--- src/rtl/cpu_pkg.sv ---
// Shared CPU definitions: stack geometry and the stack controller state encoding.
package cpu_pkg;

    localparam int unsigned DATA_W    = 16;
    localparam int unsigned STK_DEPTH = 16;

    typedef enum logic [1:0] {
        ST_IDLE      = 2'd0,
        ST_POP_RD    = 2'd1,
        ST_POP_VALID = 2'd2
    } stk_state_t;

endpackage

--- src/rtl/stack_ram.sv ---
// Stack storage: DEPTH x DATA_W array, synchronous write, registered read, no reset.
module stack_ram #(
    parameter int unsigned DATA_W = cpu_pkg::DATA_W,
    parameter int unsigned DEPTH  = cpu_pkg::STK_DEPTH,
    parameter int unsigned ADDR_W = $clog2(DEPTH)
) (
    input  logic              clk,
    input  logic              i_we,
    input  logic [ADDR_W-1:0] i_waddr,
    input  logic [DATA_W-1:0] i_wdata,
    input  logic              i_re,
    input  logic [ADDR_W-1:0] i_raddr,
    output logic [DATA_W-1:0] o_rdata
);

    logic [DATA_W-1:0] r_mem [DEPTH];

    // Write port and registered read port share the clock edge.
    always_ff @(posedge clk) begin
        if (i_we) begin
            r_mem[i_waddr] <= i_wdata;
        end
        if (i_re) begin
            o_rdata <= r_mem[i_raddr];
        end
    end

endmodule

--- src/rtl/stack_unit.sv ---
// Hardware stack for the CPU: edge-detected push/pop requests, two-stage pop
// read path, saturating occupancy count and sticky error flags.
module stack_unit #(
    parameter int unsigned  DATA_W    = cpu_pkg::DATA_W,
    parameter int unsigned  STK_DEPTH = cpu_pkg::STK_DEPTH,
    localparam int unsigned PTR_W     = $clog2(STK_DEPTH)
) (
    input  logic              clk,
    input  logic              init,
    input  logic              stk_push,
    input  logic              stk_pop,
    input  logic [DATA_W-1:0] stk_wdata,
    output logic [DATA_W-1:0] stk_rdata,
    output logic              stk_pop_valid,
    output logic              stk_full,
    output logic              stk_empty,
    output logic [PTR_W:0]    stk_count,
    output logic              stk_ovf,
    output logic              stk_unf,
    output logic              stk_coll
);

    import cpu_pkg::*;

    localparam logic [PTR_W:0] FULL_CNT = (PTR_W + 1)'(STK_DEPTH);

    stk_state_t        r_state;
    logic              r_push_q;
    logic              r_pop_q;
    logic [PTR_W:0]    r_count;
    logic [DATA_W-1:0] r_rdata;
    logic              r_valid;
    logic              r_ovf;
    logic              r_unf;
    logic              r_coll;

    logic              w_push_req;
    logic              w_pop_req;
    logic              w_full;
    logic              w_empty;
    logic              w_ram_we;
    logic              w_ram_re;
    logic [PTR_W-1:0]  w_wr_addr;
    logic [PTR_W-1:0]  w_rd_addr;
    logic [DATA_W-1:0] w_ram_rdata;

    // Request edge detection, occupancy decode and RAM port control.
    always_comb begin
        w_push_req = stk_push & ~r_push_q;
        w_pop_req  = stk_pop & ~r_pop_q;
        w_full     = (r_count == FULL_CNT);
        w_empty    = (r_count == '0);
        w_wr_addr  = r_count[PTR_W-1:0];
        // Low bits of count minus one still address the top entry when full.
        w_rd_addr  = r_count[PTR_W-1:0] - PTR_W'(1);
        w_ram_we   = (r_state == ST_IDLE) && w_push_req && !w_full;
        w_ram_re   = (r_state == ST_IDLE) && w_pop_req && !w_push_req && !w_empty;
    end

    // Stack controller FSM with registered outputs and sticky error flags.
    always_ff @(posedge clk or posedge init) begin
        if (init) begin
            r_state  <= ST_IDLE;
            r_push_q <= 1'b0;
            r_pop_q  <= 1'b0;
            r_count  <= '0;
            r_rdata  <= '0;
            r_valid  <= 1'b0;
            r_ovf    <= 1'b0;
            r_unf    <= 1'b0;
            r_coll   <= 1'b0;
        end else begin
            r_push_q <= stk_push;
            r_pop_q  <= stk_pop;
            case (r_state)
                ST_IDLE: begin
                    if (w_push_req) begin
                        if (w_full) begin
                            r_ovf <= 1'b1;
                        end else begin
                            r_count <= r_count + (PTR_W + 1)'(1);
                        end
                        if (w_pop_req) begin
                            r_coll <= 1'b1;
                        end
                    end else if (w_pop_req) begin
                        if (w_empty) begin
                            r_unf <= 1'b1;
                        end else begin
                            r_count <= r_count - (PTR_W + 1)'(1);
                            r_state <= ST_POP_RD;
                        end
                    end
                end
                ST_POP_RD: begin
                    if (w_push_req) begin
                        r_coll <= 1'b1;
                    end
                    r_rdata <= w_ram_rdata;
                    r_valid <= 1'b1;
                    r_state <= ST_POP_VALID;
                end
                ST_POP_VALID: begin
                    if (w_push_req) begin
                        r_coll <= 1'b1;
                    end
                    if (!stk_pop) begin
                        r_valid <= 1'b0;
                        r_state <= ST_IDLE;
                    end
                end
                default: begin
                    r_valid <= 1'b0;
                    r_state <= ST_IDLE;
                end
            endcase
        end
    end

    stack_ram #(
        .DATA_W (DATA_W),
        .DEPTH  (STK_DEPTH),
        .ADDR_W (PTR_W)
    ) u_stack_ram (
        .clk     (clk),
        .i_we    (w_ram_we),
        .i_waddr (w_wr_addr),
        .i_wdata (stk_wdata),
        .i_re    (w_ram_re),
        .i_raddr (w_rd_addr),
        .o_rdata (w_ram_rdata)
    );

    assign stk_rdata     = r_rdata;
    assign stk_pop_valid = r_valid;
    assign stk_full      = w_full;
    assign stk_empty     = w_empty;
    assign stk_count     = r_count;
    assign stk_ovf       = r_ovf;
    assign stk_unf       = r_unf;
    assign stk_coll      = r_coll;

endmodule

--- config.mk ---
export PLATFORM = sky130hd
export DESIGN_NAME = stack_unit
export DESIGN_NICKNAME = d
export VERILOG_FILES = /design/src/rtl/cpu_pkg.sv /design/src/rtl/stack_ram.sv /design/src/rtl/stack_unit.sv
export SDC_FILE = /design/constraint.sdc
export NUM_CORES = 1
export LEC_CHECK = 0
export ABC_AREA = 1
export CORE_ASPECT_RATIO = 0.75
export CORE_MARGIN = 5
export CORE_UTILIZATION = 30
export CTS_CLUSTER_SIZE = 12
export DETAILED_ROUTE_END_ITERATION = 7
export HOLD_SLACK_MARGIN = 0.15
export PLACE_DENSITY_LB_ADDON = 0.12
export SKIP_LAST_GASP = 1
export SYNTH_ARGS = -nofsm -noshare
export SYNTH_HDL_FRONTEND = slang
export SYNTH_SLANG_ARGS = --single-unit
export TNS_END_PERCENT = 50
--- constraint.sdc ---
create_clock -name clk -period 3.7 [get_ports clk]
set_input_delay 0.74 -clock clk [delete_from_list [all_inputs] [get_ports clk]]
set_output_delay 0.74 -clock clk [all_outputs]
set_load 0.02 [all_outputs]
; Word level (Yosys, flattened, before mapping)
; Memory sizes are Yosys's and may differ from the RTL's. A register that Yosys moved wholly into a read port is not among the register bits.
; Index checks and enable logic that the tools add are counted.
; Widths: inputs -> output; s select.
[word_totals]
n_memories = 1
inputBits = 20
latchBits = 0
word_cells = 66
romBits = 0
ff_bits = 29
output_inout_bits = 27
ram_bits = 256
[classes]
n_bitwise = 6
mux = 17
n_shift = 0
n_mul = 0
n_lt_le_gt_ge = 0
add_sub_neg = 3
n_reduce_logical = 19
eq_ne = 11
div_mod_pow = 0
[mem_list]
columns = name, depth, width, read_ports, rd_clocked_by_memory_dff, wr, line
row1 = u_stack_ram.r_mem, 16, 16, 1, 1, 1, stack_ram.sv:16  ; logic [DATA_W-1:0] r_mem [DEPTH];
[op_table]
columns = op, count
row1 = $mux 5, 4
row2 = $reduce_and 4->1, 4
row3 = $ne 2x2->1 const B, 6
row4 = $mux 2, 4
row5 = $mux 1, 6
row6 = $pmux 2 s3, 1
row7 = $add 5x1->5 const B, 1
row8 = $eq 5x5->1 const B, 1
row9 = $logic_and 1x1->1, 5
row10 = $logic_not 5->1, 1
row11 = $sub 5x1->5 const B, 1
row12 = $ne 2x1->1 const B, 2
row13 = $not 1->1, 4
row14 = $reduce_bool 2->1, 2
row15 = $sub 4x1->4 const B, 1
row16 = $logic_not 1->1, 3
row17 = $pmux 1 s3, 1
row18 = $reduce_and 3->1, 1
row19 = $and 1x1->1, 2
row20 = $eq 2x1->1 const B, 1
row21 = $eq 2x2->1 const B, 1
row22 = $logic_not 2->1, 1
row23 = $pmux 1 s2, 1
row24 = $reduce_and 2->1, 1
row25 = $reduce_or 2->1, 1

; Depth between registers and ports, before layout
[depth]
ltp_word = 6
depth_mapped = 15
mapped_depth_nobuf = 14

; Hierarchy
; From an unflattened synthesis, not the netlist that was laid out.
[hier_totals]
hier_cells = 1244
hier_area_um2 = 12991.2
[by_module_without_submodules]
columns = module, seq_area_each_um2, cells_each, area_per_inst_um2, instances
row1 = stack_ram, 8167.8, 1074, 11541.1, 1
row2 = stack_unit, 725.7, 170, 1450.1, 1

; Least setup slack after synthesis
; OpenSTA, ideal clock, no wires.
[synth_timing]
kind = reg2reg
startpoint = register r_count[0] (netlist: stk_count[0])
endpoint = memory u_stack_ram.r_mem[4][0], enable pin
arrival_ps = 2747
setup_time_ps = 409
stages_incl_launch_ff = 10
path_slack_ps = 544
required_time_ps = 3291
synth_period_minus_slack_ps = 3156
path_buffers = 4
cell_sequence = dfrtp_1 -> buf_4 -> inv_2 -> buf_6 -> buf_2 -> buf_2 -> ha_1 -> nand3_1 -> nand2_1 -> nor3_1
[synth_between]
elab_chain_cells = 5
[synth_rtl]
columns = element, line
row1 = "start, declared", stack_unit.sv:30  ; logic [PTR_W:0] r_count;
row2 = "start signal, assigned", stack_unit.sv:81  ; r_count <= r_count + (PTR_W + 1)'(1);
row3 = "start signal, assigned", stack_unit.sv:90  ; r_count <= r_count - (PTR_W + 1)'(1);
row4 = $eq 5x5->1, stack_unit.sv:51  ; w_full = (r_count == FULL_CNT);
row5 = $logic_not 1->1, stack_unit.sv:56  ; w_ram_we = (r_state == ST_IDLE) && w_push_req && !w_full;
row6 = $logic_and 1x1->1, stack_unit.sv:56
row7 = $mux 1, stack_ram.sv:20  ; if (i_we) begin
row8 = $mux 1 (not written as such), stack_ram.sv:21  ; r_mem[i_waddr] <= i_wdata;
row9 = "end, declared", stack_ram.sv:16
; Parallel ways exist; a longest one is shown, timed or not.

; Final worst setup path
[layout_timing]
startpoint = register r_count[1] (netlist: stk_count[1])
endpoint = output port stk_empty
[layout_between]
elab_chain_cells = 1
[layout_rtl]
columns = element, line
row1 = $logic_not 5->1, stack_unit.sv:52  ; w_empty = (r_count == '0);
row2 = "end, declared", stack_unit.sv:16  ; output logic stk_empty,
; Every way passes these cells.

==> results.md <==
- Worst-path cell chain: inv_1 -> ha_2 -> nand3_1 -> inv_1 -> clkdlybuf4s50_1
- Number of synthesized flops with an enable pin: between 200 and 300
- YS warnings: 0
- Clk Tree Root Cell: clkbuf_16
- CP Depth: 5
- Psw: 0.005535 W
- Initial DRC Count: approximately 660
- Max Fanout on Critical Path: 6
- Status: finished clean
- Power Dens Cells: between 900 and 1000 nW/um2
- Clock power frac: roughly 23%
- Largest net degree at the start of global routing: approximately 140
- Worst path top cell family by delay: buffers and inverters
- Setup violators final: 0
- Grt total ovfl: 0
- Total power: between 0.01 and 0.015 W
- Final Hold Vio Count: 0
- Die H: ~180 um
- Ant diodes: 0
- P_leak: 4.961 nW
- Worst Hold Class: register to register
- Design Area, Final: 14220 um2
- Tcrit/Tclk final: 86.83%
- Synth Flop Type: edfxtp_1
- Drt pass-1 iters: 5
- Worst reg2reg setup slack: approximately 1000 ps
- # hold bufs at CTS: 0
- Detailed-route wire length per cell: 21.91 um
- Register area share after synthesis: ~73%
- Crit start category: register
- Antenna Nets Post-Route: 0
- Max-slew headroom: 29.13%
- Comb power frac: ~45%
- I/O Buffers: 46
- Fillers: between 3000 and 4000
- Top Ports: 47
- Antenna violations before repair: 2
- Post_cts resized: 0
- Site Rows: 63
- Area growth from synthesis to layout: 17.33%
- Post-Place Cell Area: approximately 13000 um2
- Most common cell after layout, fill and taps aside: edfxtp_1
- Seq pwr share: between 30% and 40%
- Critical path arrival: between 2000 and 2500 ps
- Pins Over Slew Limit: 0
- Syn avg cell area: between 10 and 15 um2
- Vias: ~7600
- Worst R2R Start: stk_count[1]
- Starting Density: just over 30%
- Slowest-stage cell, CP: clkdlybuf4s50_1
- Maxcap violations: 0
- Slowest stage delay, CP: 620 ps
- Cell Int Power: roughly 0.0075 W
- Core area: between 30000 and 40000 um2
- Die ar.: ~45000 um2
- Worst Tran Pin Value: 1060 ps
- Syn_nets: 1039
- Crit path capture type: output pin
- Synth cell types: 28
- Setup Total Neg Slack: 0 ps
- Number of CTS-inserted buffers: 31
- Clock sink count: ~300
- H-tree depth: 1
- CTS Buffer Depth: 3
- DIE WIDTH: roughly 240 um
- Clk_skew: approximately 28 ps
- Overall Global Routing Usage: between 10% and 20%
- Worst skew pair latency: about 580 ps
- Drt drc: 0
- Synth Register Bits: 301
- Post-Route WL: ~35000 um
- Number of global-route vias before repair: around 7300
- Async S/R FF share, synth: 9.635%
- Critical Setup Path Class: register to output pin
- Most frequent cells in the layout: 272 x edfxtp_1, 244 x nor2_1, 132 x o21ai_0
- Worst R2R End: u_stack_ram.o_rdata[15]
- Worst setup endpoint: stk_empty
- Most used cell, CP: inv_1
- Worst R2R Path Depth: 8
- FF/Latch Area: between 8000 and 9000 um2
- Worst Setup SP: stk_count[1]
- Nets: approximately 1100
- CP Buf/Inv Count: 3
- Worst vdd ir: between 0.5 and 0.6 mV
- Final HPWL DP: roughly 21000 um
- Post-Syn Area: between 10000 and 15000 um2
- Share of layout cells above drive strength 1: 8.318%
- Post-CTS Setup Inserts: 0
- CTS clk-pin slew, worst paths: about 70 ps
- First-pass GRT wire length: approximately 51000 um
- Placer Congestion: 0.8256
- CTS tree: done
- Multi-input gate area: between 2000 and 3000 um2
- Vias per inst: approximately 4.8
- Setup repair after global routing missed its margin: false
- Period minus WS final: approximately 3200 ps
- Fmax: about 310 MHz
- Sw frac: 42.58%
- Gate Count Post-Synth: a little over 1000
- Critical Path RT: between 2000 and 3000 ps
[state kept, by name, indices dropped and copies added, names as in the netlist]
register,count
stk_pop_valid,1
stk_rdata,16
u_stack_ram.o_rdata,16
stk_ovf,1
u_stack_ram.r_mem,256
stk_unf,1
r_pop_q,1
stk_count,5
r_state,2
r_push_q,1
stk_coll,1
[per-stage QoR]
step                setup WS [ps]  std cells  hold WS [ps]  utilization, %
floorplan                   543.6       1008         421.8               -
global placement            709.2       1548         438.3           33.46
detailed placement          738.9       1548         441.4           33.46
CTS                         436.1       1602         455.9           35.78
global route                317.3       1602         484.3           35.78
finish                      487.4       1602         452.5           35.78
[routing by layer]
layer	wire [um]	track usage [%]	vias to the layer above
met3	1983	2.776	47
li1	-	-	3623
met1	18580	25.43	3746
met4	766	3.308	0
met5	0	0	-
met2	13770	21.16	222
[layout make-up]
| cell class | instances | area share (%) |
|---|---|---|
| sequential | 301 | 62.59 |
| multi-input combinational | 623 | 20.55 |
| clock buffer | 44 | 5.800 |
| timing repair buffer | 74 | 4.982 |
| tap | 520 | 4.577 |
| inverter | 30 | 0.8009 |
| clock inverter | 10 | 0.7041 |
[power by group through the flow]
stage | registers (W) | clock network [W] | logic (W)
after global routing | 0.00428 | 0.00320 | 0.00640
after CTS | 0.00426 | 0.00305 | 0.00586
final | 0.00425 | 0.00296 | 0.00579
after floorplan | 0.00443 | 0 | 0.00332
after global placement | 0.00432 | 0 | 0.00585
after detailed placement | 0.00433 | 0 | 0.00584
[synth_stat cells (2+ instances only)]
library cell | instances | area (um2)
nand3_1 | 89 | 445.4
buf_6 | 2 | 22.52
ha_1 | 11 | 137.6
buf_1 | 6 | 22.52
nor2_1 | 257 | 964.7
inv_2 | 2 | 7.510
buf_2 | 23 | 115.1
o211ai_1 | 16 | 120.1
xor2_1 | 2 | 17.52
edfxtp_1 | 272 | 8168
o21ai_0 | 132 | 660.6
dfrtp_1 | 29 | 725.7
a21oi_1 | 3 | 15.01
inv_1 | 27 | 101.4
clkbuf_1 | 22 | 82.58
nor3_1 | 3 | 15.01
nand2_1 | 101 | 379.1
[tightest hold or removal path, stage by stage (launching register included)]
cell,delay (ps)
edfxtp_1,320
nand2_1,50
nand2_1,50
[worst min-delay path by stage]
stage / cells after the start / slack (ps) / startpoint / endpoint
after CTS: 2 / 460 / u_stack_ram.o_rdata[6] / stk_rdata[6]
after global placement: 2 / 440 / u_stack_ram.o_rdata[14] / stk_rdata[14]
after global routing: 2 / 480 / u_stack_ram.o_rdata[12] / stk_rdata[12]
after detailed placement: 2 / 440 / u_stack_ram.o_rdata[6] / stk_rdata[6]
final: 2 / 450 / u_stack_ram.o_rdata[6] / stk_rdata[6]
after floorplan: 2 / 420 / u_stack_ram.o_rdata[0] / stk_rdata[0]
[logic make-up (layout without fill, tap and decap cells)]
group / count (synthesis) / after routing / synth area share [%]
flops: 301 / 301 / 73.40
buf+inv: 84 / 158 / 2.995
fa+ha+maj: 11 / 11 / 1.136
compound gates: 155 / 155 / 6.815
xor+xnor: 4 / 4 / 0.5061
simple gates: 453 / 453 / 15.15
Power figures use the tool's default switching activity.
==> edit 1 (same flow settings) <==
Register the output `stk_count` once more; this adds one clock of latency there. The other outputs are not delayed to match.
--- a/src/rtl/stack_unit.sv
+++ b/src/rtl/stack_unit.sv
@@ -137,3 +137,5 @@
     assign stk_empty     = w_empty;
-    assign stk_count     = r_count;
+    always_ff @(posedge clk) begin
+        stk_count <= r_count;
+    end
     assign stk_ovf       = r_ovf;
Function: changed (Yosys sat finds a counterexample within 4 cycles, from zero or initial values).
==> edit 1 against the original RTL <==
- sequential cell count increased by 5
- combinational power decreased by 4.8%
- worst setup slack got worse by 0.014 ns
- cell area increased by 1.4%
- routed wire length decreased by 6.1%
- sequential power increased by 2%
- total power increased by 0.11%
- synthesized area increased by 0.52%
- core utilization increased by 0.43 points
- maximum frequency decreased by 0.44%
- critical path type unchanged
- critical endpoint unchanged
- largest cell class unchanged
- largest power group unchanged
- highest routed layer unchanged
==> edit 1: results (changes against the original RTL) <==
<table>
<tr><th>Metric</th><th>Value</th></tr>
<tr><th colspan="2">Status</th></tr>
<tr><td>Run status</td><td>completed</td></tr>
<tr><th colspan="2">Global routing</th></tr>
<tr><td>Global-route wire length before repair</td><td>49.68 mm (-3.5%)</td></tr>
<tr><td>Antenna violations before repair</td><td>0 (-2)</td></tr>
<tr><td>Pin count of the biggest net entering global routing</td><td>109 (-19%)</td></tr>
<tr><td>Number of global-route vias before repair</td><td>7365 (+0.26%)</td></tr>
<tr><td>Total GRT Usage</td><td>0.1463 (-0.008905)</td></tr>
<tr><th colspan="2">STA</th></tr>
<tr><td>Actual slew at the worst max-slew pin</td><td>0.9770 ns (-0.08272 ns)</td></tr>
<tr><th colspan="2">Placed design</th></tr>
<tr><td>Cell count after placement</td><td>1559 (+0.71%)</td></tr>
<tr><td>Routability congestion estimate</td><td>0.7939 (-3.8%)</td></tr>
<tr><td>Total half-perimeter wirelength after legalization and detailed placement</td><td>20.40 mm (-3.7%)</td></tr>
<tr><th colspan="2">Yosys</th></tr>
<tr><td>Proportion of synthesized flip-flops having asynchronous set or reset</td><td>0.09477 (-0.001574)</td></tr>
<tr><td>Register area share after synthesis</td><td>0.7384 (+0.004448)</td></tr>
<tr><td>Cell count after synthesis</td><td>1015 (+0.69%)</td></tr>
<tr><td>Top cells by count, synth</td><td>sky130_fd_sc_hd__edfxtp_1, sky130_fd_sc_hd__nor2_1, sky130_fd_sc_hd__o21ai_0, sky130_fd_sc_hd__nand2_1, sky130_fd_sc_hd__nand3_1</td></tr>
<tr><td>Number of unique standard cell types used by synthesis</td><td>27 (-3.6%)</td></tr>
<tr><th colspan="2">Clock network</th></tr>
<tr><td>Clock Latency Late Sink</td><td>0.52 ns (-0.06 ns)</td></tr>
<tr><td>CTS Buf Count</td><td>34 (+9.7%)</td></tr>
<tr><td>Clock H-tree levels</td><td>2 (+1)</td></tr>
<tr><th colspan="2">Cells and area</th></tr>
<tr><td>Net total in the final layout</td><td>1106 (+1.3%)</td></tr>
<tr><th colspan="2">Pwr</th></tr>
<tr><td>IR drop worst, VDD</td><td>0.0005832 V (+0.16%)</td></tr>
<tr><th colspan="2">Worst setup path</th></tr>
<tr><td>CP Data Arrival Time</td><td>2.49 ns (+0.02 ns)</td></tr>
<tr><th colspan="2">Detailed routing</th></tr>
<tr><td>Final WL</td><td>32.96 mm (-6.1%)</td></tr>
<tr><td>Routed via count divided by cell count</td><td>4.673 (-2.0%)</td></tr>
<tr><td>Via count</td><td>7561 (-1.0%)</td></tr>
<tr><td>Iteration-0 DRC count of the detailed router</td><td>581 (-12%)</td></tr>
</table>
edit 1: metrics by stage:
stage | util | hold slack, ns | instance area, µm² | setup slack, ns
2_1_floorplan | - | 0.4075 | 12180 | 0.7936
3_3_place_gp | 0.3366 | 0.4369 | 13400 | 0.5058
3_5_place_dp | 0.3366 | 0.4345 | 13400 | 0.4539
4_1_cts | 0.3621 | 0.4490 | 14410 | 0.4320
5_1_grt | 0.3621 | 0.4718 | 14410 | 0.3191
6_report | 0.3621 | 0.4452 | 14410 | 0.4732
edit 1: where the power goes:
group,switching [mW],internal [mW]
logic,3.86,1.65
registers,0.162,4.18
clock network,1.32,1.84
edit 1: layout make-up:
class	count	share of cell area
clock buffer	51	0.06563
timing repair buffer	77	0.05069
tap	520	0.04514
clock inverter	8	0.004688
multi-input combinational	626	0.2017
sequential	306	0.6242
inverter	30	0.007899
edit 1: routing by layer:
| layer | GRT usage | wire (µm) | vias up |
|---|---|---|---|
| met2 | 0.1941 | 12930 | 179 |
| met3 | 0.02885 | 1748 | 35 |
| met4 | 0.03017 | 429 | 0 |
| met5 | 0 | 0 | - |
| li1 | - | - | 3664 |
| met1 | 0.2430 | 17850 | 3683 |
edit 1: path summary, 6_finish.rpt:
check,cells after the start,end,from,slack (ns)
max in group asynchronous,2,r_count[0],init,2.34
worst max register to register,8,u_stack_ram.o_rdata[1],r_count[0],0.86
worst max-delay path,5,stk_empty,r_count[0],0.47
worst min register to register,2,stk_rdata[11],u_stack_ram.o_rdata[11],0.45
min in group asynchronous,2,stk_rdata[6],init,0.72
worst min-delay path,2,stk_rdata[11],u_stack_ram.o_rdata[11],0.45
edit 1: critical path, stage by stage (launching register included):
cell	delay, ns
sky130_fd_sc_hd__dfrtp_4	0.48
sky130_fd_sc_hd__clkinv_2	0.30
sky130_fd_sc_hd__ha_2	0.29
sky130_fd_sc_hd__nand3_1	0.18
sky130_fd_sc_hd__inv_1	0.12
sky130_fd_sc_hd__clkdlybuf4s50_1	0.61
edit 1: logic make-up (layout without fill, tap and decap cells):
group / count (synthesis) / after routing / share of synthesized area
fa+ha+maj: 11 / 11 / 0.01130
flops: 306 / 306 / 0.7384
buf+inv: 83 / 166 / 0.02753
xor+xnor: 3 / 3 / 0.003699
simple gates: 459 / 459 / 0.1520
compound gates: 153 / 153 / 0.06698
==> edit 2 (config.mk and constraints unchanged) <==
Made on the original files. Set the package constant `STK_DEPTH` to 8 (it was 16).
--- a/src/rtl/cpu_pkg.sv
+++ b/src/rtl/cpu_pkg.sv
@@ -4,3 +4,3 @@
     localparam int unsigned DATA_W    = 16;
-    localparam int unsigned STK_DEPTH = 16;
+    localparam int unsigned STK_DEPTH = 8;
 
Ports: changed (resized stk_count); port bits go from 47 to 46. The function was not compared with the original's and may differ.
==> edit 2 against the original RTL <==
- sequential cell count shrank 129
- die area shrank 41%
- global-route usage shrank 3.0 points
- hold slack lost 0.0035 ns
- via count shrank 44%
- cell area shrank 42%
- routed wire length shrank 55%
- clock skew shrank 0.018 ns
- sequential share of layout area shrank 1.7 points
- worst setup slack gained 0.19 ns
- final cell count shrank 42%
- count of clock-buffer cells in the layout shrank 26
- total power shrank 43%
- synthesized area shrank 43%
- largest power group unchanged
==> edit 2: results (changes against the original RTL) <==
<table>
<tr><th>Metric</th><th>Value</th></tr>
<tr><th colspan="2">Detailed routing</th></tr>
<tr><td>Iteration-0 DRC count of the detailed router</td><td>290 (-56%)</td></tr>
<tr><td>Detailed-routed wire length on met2</td><td>6.172 mm (-55%)</td></tr>
<tr><td>Final WL</td><td>15.93 mm (-55%)</td></tr>
<tr><th colspan="2">Cells and area</th></tr>
<tr><td>Net total in the final layout</td><td>641 (-41%)</td></tr>
<tr><td>Flip-flop and latch share of the layout cell area</td><td>0.6088 (-0.01704)</td></tr>
<tr><td>Clock distribution area overhead in the final layout</td><td>0.07275 (+0.007708)</td></tr>
<tr><td>Number of inserted filler cells in the final layout</td><td>2264 (-43%)</td></tr>
<tr><td>Multi-Input Combinational</td><td>346 (-44%)</td></tr>
<tr><td>Non-clock buffer count</td><td>59 (-20%)</td></tr>
<tr><td>Area occupied by registers</td><td>0.005026 mm² (-44%)</td></tr>
<tr><th colspan="2">STA</th></tr>
<tr><td>Actual slew at the worst max-slew pin</td><td>1.061 ns (+0.0008287 ns)</td></tr>
<tr><td>Final clock skew</td><td>0.01009 ns (-0.01796 ns)</td></tr>
<tr><th colspan="2">Placed design</th></tr>
<tr><td>Number of port buffers</td><td>45 (-2.2%)</td></tr>
<tr><th colspan="2">Clock network</th></tr>
<tr><td>Clock Latency Late Sink</td><td>0.43 ns (-0.15 ns)</td></tr>
<tr><td>Number of buffers between clock root and the deepest sink</td><td>2 (-1)</td></tr>
<tr><td>CTS Buf Count</td><td>17 (-45%)</td></tr>
<tr><th colspan="2">Worst setup path</th></tr>
<tr><td>Top fanout value on the critical path</td><td>53 (+47)</td></tr>
<tr><td>Worst stage delay on the critical path</td><td>0.71 ns (+0.09 ns)</td></tr>
<tr><td>Start point of the critical path</td><td>stk_count[0]</td></tr>
<tr><th colspan="2">Pwr</th></tr>
<tr><td>Static Leak</td><td>2.933 nW (-41%)</td></tr>
<tr><th colspan="2">Floorplan</th></tr>
<tr><td>Std cell rows</td><td>48 (-24%)</td></tr>
<tr><th colspan="2">Worst hold path</th></tr>
<tr><td>Origin of the worst min-delay path</td><td>u_stack_ram.o_rdata[15]</td></tr>
<tr><th colspan="2">Status</th></tr>
<tr><td>Run status</td><td>completed</td></tr>
<tr><th colspan="2">Yosys</th></tr>
<tr><td>Number of enable flip-flop cells after synthesis</td><td>144 (-47%)</td></tr>
<tr><td>Top cells by count, synth</td><td>sky130_fd_sc_hd__edfxtp_1, sky130_fd_sc_hd__nor2_1, sky130_fd_sc_hd__o21ai_0, sky130_fd_sc_hd__nand2_1, sky130_fd_sc_hd__dfrtp_1</td></tr>
</table>
edit 2: cell types whose count changed after synthesis, sizes merged, moves of 13 or more:
cell	change
a21oi	+15
buf	-14
clkbuf	-13
edfxtp	-128
nand2	-25
nand3	-84
nor2	-128
o211ai	-16
o21a	+16
o21ai	-47
edit 2: metal layers:
metal,track usage,vias up
met5,0,-
met2,0.1576,96
met4,0.03938,0
li1,-,2057
met1,0.2059,2078
met3,0.03069,11
edit 2: final timing paths:
path	endpoint	slack (ns)	cells past startpoint
min in group asynchronous	stk_coll	0.88	2
max in group asynchronous	stk_count[0]	2.11	2
setup reg to reg	u_stack_ram.o_rdata[15]	1.10	7
hold / removal	stk_rdata[15]	0.45	2
setup / recovery	stk_count[0]	0.67	2
hold reg to reg	stk_rdata[15]	0.45	2
edit 2: worst min-delay path: stages (launching register included):
cell and delay (ns):
sky130_fd_sc_hd__edfxtp_1 0.32, sky130_fd_sc_hd__nand2_1 0.05, sky130_fd_sc_hd__nand2_1 0.05
